<file path="config.mk">
export PLATFORM = sky130hd
export DESIGN_NAME = mem_access_unit_flat
export DESIGN_NICKNAME = d
export VERILOG_FILES = /design/src/rtl/mem_access_unit_pkg.sv /design/src/rtl/mem_access_unit_if.sv /design/src/rtl/mem_access_unit_lane_align.sv /design/src/rtl/mem_access_unit.sv /design/src/flat_wrapper.sv
export SDC_FILE = /design/constraint.sdc
export NUM_CORES = 1
export LEC_CHECK = 0
export CAP_MARGIN = 20
export CORE_UTILIZATION = 43
export DETAILED_ROUTE_END_ITERATION = 8
export GPL_TIMING_DRIVEN = 1
export PLACE_DENSITY = 0.74
export SLEW_MARGIN = 25
export SYNTH_ARGS = -nofsm -noshare
export SYNTH_HDL_FRONTEND = slang
export SYNTH_SLANG_ARGS = --single-unit
</file>
<file path="constraint.sdc">
create_clock -name clk -period 3.3 [get_ports clk]
set_input_delay 0.825 -clock clk [delete_from_list [all_inputs] [get_ports clk]]
set_output_delay 0.825 -clock clk [all_outputs]
set_load 0.01 [all_outputs]
</file>
<file path="src/rtl/mem_access_unit_pkg.sv">
// rtl/mem_access_unit_pkg.sv - shared codes, states and request checking for mem_access_unit
package mem_access_unit_pkg;

   localparam int DEF_MEM_ADDR_W = 16;

   localparam logic [2:0] F3_B  = 3'b000;
   localparam logic [2:0] F3_H  = 3'b001;
   localparam logic [2:0] F3_W  = 3'b010;
   localparam logic [2:0] F3_BU = 3'b100;
   localparam logic [2:0] F3_HU = 3'b101;

   typedef enum logic [1:0] {
      S_IDLE = 2'd0,
      S_RD   = 2'd1,
      S_WR   = 2'd2,
      S_DONE = 2'd3
   } state_t;

   // Size/alignment legality only; the address range check depends on the top's parameter.
   function automatic logic access_err(input logic we, input logic [2:0] f3,
                                       input logic [1:0] lsb);
      logic bad;
      bad = 1'b0;
      case (f3)
         F3_B, F3_BU: bad = 1'b0;
         F3_H, F3_HU: bad = lsb[0];
         F3_W:        bad = |lsb;
         default:     bad = 1'b1;
      endcase
      if (we && f3[2]) bad = 1'b1;
      return bad;
   endfunction

endpackage

</file>
<file path="src/rtl/mem_access_unit_if.sv">
// rtl/mem_access_unit_if.sv - CPU request and data-memory signals of mem_access_unit
interface mem_access_unit_if;

   logic        req;
   logic        we;
   logic [2:0]  funct3;
   logic [31:0] addr;
   logic [31:0] wdata;
   logic        busy;
   logic        done;
   logic [31:0] rdata;
   logic        err;
   logic        m_read;
   logic        m_write;
   logic [31:0] m_addr;
   logic [31:0] m_din;
   logic [31:0] m_dout;

   modport master (
      output req, we, funct3, addr, wdata, m_dout,
      input  busy, done, rdata, err, m_read, m_write, m_addr, m_din
   );

   modport slave (
      input  req, we, funct3, addr, wdata, m_dout,
      output busy, done, rdata, err, m_read, m_write, m_addr, m_din
   );

endinterface

</file>
<file path="src/rtl/mem_access_unit_lane_align.sv">
// rtl/mem_access_unit_lane_align.sv - load lane extract/extend and sub-word store merge
module mem_access_unit_lane_align
   import mem_access_unit_pkg::*;
(
   input  logic [31:0] word,
   input  logic [31:0] wdata,
   input  logic [1:0]  byte_sel,
   input  logic [2:0]  funct3,
   output logic [31:0] load_data,
   output logic [31:0] store_word
);

   logic [7:0]  lane_b;
   logic [15:0] lane_h;

   always_comb begin
      lane_b    = word[{byte_sel, 3'b000} +: 8];
      lane_h    = byte_sel[1] ? word[31:16] : word[15:0];
      load_data = word;
      case (funct3)
         F3_B:    load_data = {{24{lane_b[7]}}, lane_b};
         F3_BU:   load_data = {24'd0, lane_b};
         F3_H:    load_data = {{16{lane_h[15]}}, lane_h};
         F3_HU:   load_data = {16'd0, lane_h};
         default: load_data = word;
      endcase
   end

   // Sub-word stores keep every other lane of the fetched word untouched.
   always_comb begin
      store_word = wdata;
      case (funct3[1:0])
         2'b00: begin
            store_word = word;
            store_word[{byte_sel, 3'b000} +: 8] = wdata[7:0];
         end
         2'b01: begin
            store_word = word;
            if (byte_sel[1]) store_word[31:16] = wdata[15:0];
            else             store_word[15:0]  = wdata[15:0];
         end
         default: store_word = wdata;
      endcase
   end

endmodule

</file>
<file path="src/rtl/mem_access_unit.sv">
// rtl/mem_access_unit.sv - byte/half/word load-store initiator onto a word-only data memory
module mem_access_unit
   import mem_access_unit_pkg::*;
#(
   parameter int MEM_ADDR_W = DEF_MEM_ADDR_W
)(
   input  logic             clk,
   input  logic             rst,
   mem_access_unit_if.slave bus
);

   state_t      state_q;
   logic        we_q;
   logic [2:0]  f3_q;
   logic [31:0] addr_q;
   logic [31:0] wdata_q;
   logic [31:0] word_q;
   logic [31:0] rdata_q;
   logic        err_q;

   logic        req_err;
   logic [31:0] align_word;
   logic [31:0] load_data;
   logic [31:0] store_word;

   assign req_err = access_err(bus.we, bus.funct3, bus.addr[1:0])
                  | ((bus.addr >> MEM_ADDR_W) != 32'd0);

   // Loads extract from the live memory word in RD; merges use the word captured there.
   assign align_word = (state_q == S_RD) ? bus.m_dout : word_q;

   mem_access_unit_lane_align u_lane_align (
      .word       (align_word),
      .wdata      (wdata_q),
      .byte_sel   (addr_q[1:0]),
      .funct3     (f3_q),
      .load_data  (load_data),
      .store_word (store_word)
   );

   always_ff @(posedge clk) begin
      if (rst) begin
         state_q <= S_IDLE;
         we_q    <= 1'b0;
         f3_q    <= 3'b000;
         addr_q  <= 32'd0;
         wdata_q <= 32'd0;
         word_q  <= 32'd0;
         rdata_q <= 32'd0;
         err_q   <= 1'b0;
      end else begin
         case (state_q)
            S_IDLE: begin
               if (bus.req) begin
                  we_q    <= bus.we;
                  f3_q    <= bus.funct3;
                  addr_q  <= bus.addr;
                  wdata_q <= bus.wdata;
                  err_q   <= req_err;
                  if (req_err)                  state_q <= S_DONE;
                  else if (!bus.we)             state_q <= S_RD;
                  else if (bus.funct3 == F3_W)  state_q <= S_WR;
                  else                          state_q <= S_RD;
               end
            end
            S_RD: begin
               word_q <= bus.m_dout;
               if (!we_q) rdata_q <= load_data;
               state_q <= we_q ? S_WR : S_DONE;
            end
            S_WR: begin
               state_q <= S_DONE;
            end
            S_DONE: begin
               err_q   <= 1'b0;
               state_q <= S_IDLE;
            end
            default: state_q <= S_IDLE;
         endcase
      end
   end

   assign bus.busy    = (state_q != S_IDLE);
   assign bus.done    = (state_q == S_DONE);
   assign bus.err     = err_q;
   assign bus.rdata   = rdata_q;
   // Gated by rst so an abandoned store cannot land on the reset edge.
   assign bus.m_read  = (state_q == S_RD) & ~rst;
   assign bus.m_write = (state_q == S_WR) & ~rst;
   assign bus.m_addr  = {addr_q[31:2], 2'b00};
   assign bus.m_din   = store_word;

endmodule

</file>
<file path="src/flat_wrapper.sv">
// flat-port wrapper written by rule: the top's interface ports become plain ports
module mem_access_unit_flat import mem_access_unit_pkg::*;
#(
   parameter int MEM_ADDR_W = DEF_MEM_ADDR_W
)
  (clk, rst, bus_req, bus_we, bus_funct3, bus_addr, bus_wdata, bus_m_dout, bus_busy, bus_done, bus_rdata, bus_err, bus_m_read, bus_m_write, bus_m_addr, bus_m_din);
  mem_access_unit_if bus_i ();
  input  logic clk;
  input  logic rst;
  input wire logic [$bits(bus_i.req)-1:0] bus_req;
  input wire logic [$bits(bus_i.we)-1:0] bus_we;
  input wire logic [$bits(bus_i.funct3)-1:0] bus_funct3;
  input wire logic [$bits(bus_i.addr)-1:0] bus_addr;
  input wire logic [$bits(bus_i.wdata)-1:0] bus_wdata;
  input wire logic [$bits(bus_i.m_dout)-1:0] bus_m_dout;
  output wire logic [$bits(bus_i.busy)-1:0] bus_busy;
  output wire logic [$bits(bus_i.done)-1:0] bus_done;
  output wire logic [$bits(bus_i.rdata)-1:0] bus_rdata;
  output wire logic [$bits(bus_i.err)-1:0] bus_err;
  output wire logic [$bits(bus_i.m_read)-1:0] bus_m_read;
  output wire logic [$bits(bus_i.m_write)-1:0] bus_m_write;
  output wire logic [$bits(bus_i.m_addr)-1:0] bus_m_addr;
  output wire logic [$bits(bus_i.m_din)-1:0] bus_m_din;
  assign bus_i.req = bus_req;
  assign bus_i.we = bus_we;
  assign bus_i.funct3 = bus_funct3;
  assign bus_i.addr = bus_addr;
  assign bus_i.wdata = bus_wdata;
  assign bus_i.m_dout = bus_m_dout;
  assign bus_busy = bus_i.busy;
  assign bus_done = bus_i.done;
  assign bus_rdata = bus_i.rdata;
  assign bus_err = bus_i.err;
  assign bus_m_read = bus_i.m_read;
  assign bus_m_write = bus_i.m_write;
  assign bus_m_addr = bus_i.m_addr;
  assign bus_m_din = bus_i.m_din;
  mem_access_unit #(.MEM_ADDR_W(MEM_ADDR_W)) u_core (.clk(clk), .rst(rst), .bus(bus_i));
endmodule
</file>
==> out/metrics.yaml <==
placement:
  placed_cell_area_um2: 8820
  portBuffers: 201
  dpl.hpwl_mm: 16.0
  gp_congestion: 0.943
detailed_routing:
  via_count: 6741
  first_iter_violations: 583
  wl_mm: 22.4
  drc_errors: 0
  antenna_left: 0
  viasPerCell: 5.67
  wl_per_cell_um: 18.9
  first_pass_iters: 7
grt:
  grt_overflow: 0
  met2_usage_pct: 46.2
  met1_usage_pct: 33.7
  grt_max_degree: 86
  met3_usage_pct: 9.19
  grt_pass1_wl_mm: 34.4
  grt_busiest_layer: "met2"
  track_usage_pct: 28.0
  first_global_vias: 6332
  antenna_found_initial: 0
clocking:
  clock_latency_ps: 420
  clockBufferDepth: 2
  clock-sinks: 135
  htreeDepth: 4
  cts_tree: "built"
  cts_hold_buf: 0
  cts_buffers: 17
  clkSlewWorstSetupHoldPaths_ps: 60
  root_buffer: "clkbuf_16"
sta:
  timing.fmax_mhz: 308
  finalClockSkew_ps: 7.18
  max_slew_margin_pct: 36.9
  drv_slew: 0
  fin_crit_ps: 3250
  post-route-period-util_pct: 98.5
  hold_viol_final: 0
  setup-tns-final_ps: 0
  worst_pin_slew_ps: 946
  hold_ws_ps: 453
  setup_viol: 0
synthesis:
  ys_seq_elements: 135
  async_flop_share_pct: 0
  synth_edf_count: 0
  synth_area_um2: 6680
  yosys_most_used_dff: "dfxtp_1"
  synth-seq-area-share_pct: 40.4
  synth_cells: 795
  ys_types: 52
  avgSynthCellArea_um2: 8.41
  yosys_warnings: 0
setup_path:
  crit_type: "input pin to output port"
  crit_fanout: 3
  crit_chain: "clkdlybuf4s50_1 > mux2i_1 > inv_1 > a22o_1 > clkdlybuf4s50_1"
  endpoint_kind: "output port"
  cp-startpoint: "bus_m_dout[7]"
  cp_num_buf_inv: 3
  max_stage_delay_ps: 500
  startpoint_type: "input pin"
  crit_path_frequent_cell: "clkdlybuf4s50_1"
  crit_family: "buffers and inverters"
  slowest_stage: "clkdlybuf4s50_1"
  worstPathRequired_ps: 2470
  r2r-start: "u_core.state_q[1]"
  arrival_ps: 2430
layout:
  design_area_um2: 9590
  num_antenna_cells: 0
  fill_cells: 1313
  area_delta_synth_final_pct: 43.5
  drive_above_1_share_pct: 16.3
  nNetsFinal: 1100
die:
  die_h_um: 127
  pin_count: 204
  start_util_pct: 44.0
  die-area_um2: 16000
  coreArea_um2: 15200
  fp.dieW_um: 127
  fp-row-count: 45
worst_hold_path:
  min_path_type: "flop to flop"
  hp-start: "u_core.addr_q[8]"
flow_run:
  maxCapViolations: 0
power:
  power.density_nw_per_um2: 642
  leakage_nw: 3.73
  peakVddDrop_uv: 532
outcome:
  status: "complete, no violations"
==> metrics by stage <==
stage               total power, mW  worst slack [ps]  std cells  util, %
floorplan                      3.24               311        796        -
global placement               4.17             -26.0       1145     58.0
detailed placement             4.20             -27.6       1145     58.0
CTS                            6.14             -2.72       1184     62.7
global route                   6.41             -5.26       1188     63.1
finish                         6.16              49.0       1188     63.1
==> cell usage in the layout (no fill, tap or decap), types with 16 or more instances in the layout <==
cell type          n
dlygate4sd2_1     16
nand2_1          170
nor2_1            52
o21ai_0           32
mux2i_1           26
buf_4             53
dfxtp_1          130
mux2_2            38
clkbuf_16         17
clkdlybuf4s50_1  180
nor2b_1           17
a21oi_1           99
==> path summary, 6_finish.rpt <==
kind                         end  slack, ps  cells after the start
min reg2reg     u_core.addr_q[8]        450                      2
min             u_core.addr_q[8]        450                      2
max                 bus_m_din[7]         50                      5
max reg2reg  u_core.bus.rdata[3]       1030                      7
==> per-layer routing <==
| layer | share of wire [%] | wire length, um | vias up |
|---|---|---|---|
| li1 | - | - | 3151 |
| met1 | 40 | 9020 | 3125 |
| met2 | 46 | 10300 | 405 |
| met3 | 10 | 2310 | 60 |
| met4 | 3.6 | 809 | 0 |
| met5 | 0 | 0 | - |
==> sequential cells by signal (all words and copies together) (netlist names) <==
name	flops
u_core.wdata_q	32
u_core.we_q	1
u_core.state_q	2
u_core.f3_q	3
u_core.bus.rdata	32
u_core.word_q	32
u_core.addr_q	32
u_core.bus.err	1
==> power breakdown <==
part / internal [mW] / total [mW] / switching (mW)
clock: 1.22 / 1.92 / 0.704
sequential: 1.85 / 2.00 / 0.148
combinational: 1.09 / 2.24 / 1.15
==> worst reg2reg max path: stages, from the launching register on <==
cell and delay [ps]:
dfxtp_2 340, inv_2 80, ha_4 180, buf_6 170
nand2b_1 380, nor2_1 610, o221ai_1 230, o21ai_0 210
==> layout make-up <==
class / count / area (um2) / area share [%]
clock buffer: 23 / 468 / 4.88
clock inverter: 8 / 123 / 1.28
inverter: 9 / 37.5 / 0.392
multi-input combinational: 565 / 3510 / 36.7
sequential: 135 / 2710 / 28.3
tap: 188 / 235 / 2.45
timing repair buffer: 260 / 2500 / 26.1
==> timing repair <==
action	in CTS	in global routing
cloned	1	0
resized for setup	28	16
endpoints found under the setup margin	32	20
setup buffers	7	4
pin swaps	2	1
==> cells by family (layout without fill, tap and decap cells) <==
logic type,after synthesis,count (layout),synth area share [%]
AOI/OAI and AO/OA,221,221,21.3
buffers and inverters,96,300,7.88
other,1,2,0.0561
and+or+nand+nor,265,265,17.2
DFF,135,135,40.4
muxes,68,68,11.5
adders and majority gates,9,9,1.69
==> cell usage after synthesis, types with 8 or more instances <==
library cell  instances  area share (%)
nand2_1             171             9.6
dfxtp_1             135              40
a21oi_1              99             7.4
nor2_1               52             2.9
mux2_2               38             6.4
buf_4                35             3.9
clkbuf_1             35             2.0
o21ai_0              33             2.5
mux2i_1              27             4.0
nor2b_1              18             1.7
o22ai_1              15             1.4
a211oi_1             14             1.6
a211oi_2             10             1.9
a221o_1               9             1.3
a22o_1                9             1.2
ha_1                  9             1.7
a22oi_1               8            0.90
No activity file was read; power rests on OpenSTA's default activity.
==> RTL edit: new RTL, config.mk and constraints unchanged <==
The 4 states of `state_t` get a one-hot encoding in 4 bits.
--- a/src/rtl/mem_access_unit_pkg.sv
+++ b/src/rtl/mem_access_unit_pkg.sv
@@ -9,11 +9,11 @@
    localparam logic [2:0] F3_BU = 3'b100;
    localparam logic [2:0] F3_HU = 3'b101;
 
-   typedef enum logic [1:0] {
-      S_IDLE = 2'd0,
-      S_RD   = 2'd1,
-      S_WR   = 2'd2,
-      S_DONE = 2'd3
+   typedef enum logic [3:0] {
+      S_IDLE = 4'b0001,
+      S_RD   = 4'b0010,
+      S_WR   = 4'b0100,
+      S_DONE = 4'b1000
    } state_t;
 
    // Size/alignment legality only; the address range check depends on the top's parameter.
Function: same outputs for any inputs over 4 cycles, from zero or initial values and one cycle with rst high; so few cycles prove little.
==> RTL edit against the original RTL <==
The run now ends with design-rule violations left. Clock skew rose by 0.0024 ns. Sequential cell count rose by 2. Cell area barely moved. Sequential share of layout area rose by 0.40 points. Wire length fell by 3.1%. Global-route usage fell by 0.61 points. Setup slack got worse by 0.033 ns. Synthesized area fell by 2.1%. First-iteration DRC count rose by 23%. Core utilization rose by 2.1 points. Count of clock-buffer cells in the layout fell by 2.
Power is not compared: it rests on default switching activity, and its combinational part moved more than twofold at a synthesized area within 25%.
==> RTL edit: results (changes against the original RTL) <==
| Metric | Value |
|---|---|
| Maximum number of pins on one net before global-route repair | 76 (was 86) |
| Hold slack final | 0.453 ns (about the same) |
| Fraction of met2 tracks used by global routing | 42.4% (was 46.2%) |
| Share of post-route cells with drive strength above 1 | 13.7% (was 16.3%) |
| Outcome | finished, violations left (was finished, final reports clean) |
| Detail Placement HPWL | 15.2 mm (was 16.0 mm) |
| Global routing usage summed across all routing layers | 27.4% (was 28.0%) |
| Detailed router's first-iteration violation count | 720 (was 583) |
| Global placer's final weighted congestion | 0.892 (was 0.943) |
| Endpoint of the worst hold-timing path | u_core.addr_q[26]$_SDFFE_PP0P_ (was u_core.addr_q[8]$_SDFFE_PP0P_) |
| Sequential cell area share | 28.7% (was 28.3%) |
| Average cell area after synthesis | 8.19 sq um (was 8.41 sq um) |
| Remaining routing DRC violations | 11 (was 0) |
| Biggest area contributors in the synthesized netlist | dfxtp_1 (42%), nand2_1 (11%), a21oi_1 (5.8%) (was dfxtp_1 (40%), nand2_1 (9.6%), a21oi_1 (7.4%)) |
| Final WS setup | 0.0161 ns (was 0.0490 ns) |
| Net total in the final layout | 1,083 (was 1,100) |
| Placed standard-cell area | 8650 sq um (was 8820 sq um) |
| Number of cell instances on the worst register-to-register path | 6 (was 7) |
| Endpoint arrival time on the critical path | 2.46 ns (was 2.43 ns) |
| Failing checks | design-rule violations |
| Non-clock buffer contribution to total cell area | 25.2% (was 26.1%) |
| Routing usage on met3 | 6.38% (was 9.19%) |
| Die Wd | 125 um (was 127 um) |
| Via Count | 6,502 (was 6,741) |
| Count of unique library cells instantiated by Yosys | 45 (was 52) |
| Clock buffer count | 21 (was 23) |
| Max Clock Skew | 0.00958 ns (was 0.00718 ns) |
| Final clock-cell share | 6.57% (was 6.16%) |
| Post-route insts no fill | 1,172 (was 1,188) |
| Post-synthesis sequential area ratio | 41.9% (was 40.4%) |
| Most frequent cells after synthesis | nand2_1 (191), dfxtp_1 (137), nor2_1 (77), a21oi_1 (76), clkbuf_1 (43) (was nand2_1 (171), dfxtp_1 (135), a21oi_1 (99), nor2_1 (52), mux2_2 (38)) |
| Critical Path Start | u_core.state_q[2]$_SDFFE_PP0P_ (was bus_m_dout[7]) |
| Area of the multi-input gates | 3540 sq um (was 3510 sq um) |
| Fill count | 1,245 (was 1,313) |
==> RTL edit: cell types whose count changed after synthesis, sizes merged, moves of 8 or more <==
cell / change
nor2: +25
a21oi: -23
mux2: -23
nand2: +20
o221ai: +15
o2bb2ai: +15
o22ai: -14
a22o: -9
a221oi: +8
clkbuf: +8
==> RTL edit: stage by stage <==
stage                     util, %  power, W
after global placement       58.9   0.00236
after detailed placement     58.9   0.00237
after floorplan                 -   0.00208
after CTS                    64.1   0.00439
after global routing         65.2   0.00453
final                        65.2   0.00439
==> RTL edit: repair_timing <==
action                                  4_1_cts  5_1_grt
endpoints found under the setup margin       32       31
hold buffers                                  0        0
setup buffers                                 2        2
cloned                                        1        0
pin swaps                                     1        0
resized for setup                            43       53
==> RTL edit: kinds of logic after synthesis <==
logic type | share of synthesized area (%)
fa+ha+maj | 0.957
buf+inv | 7.63
simple gates | 20.4
compound gates | 20.6
mux | 8.36
flops | 41.9
other cells | 0.0573
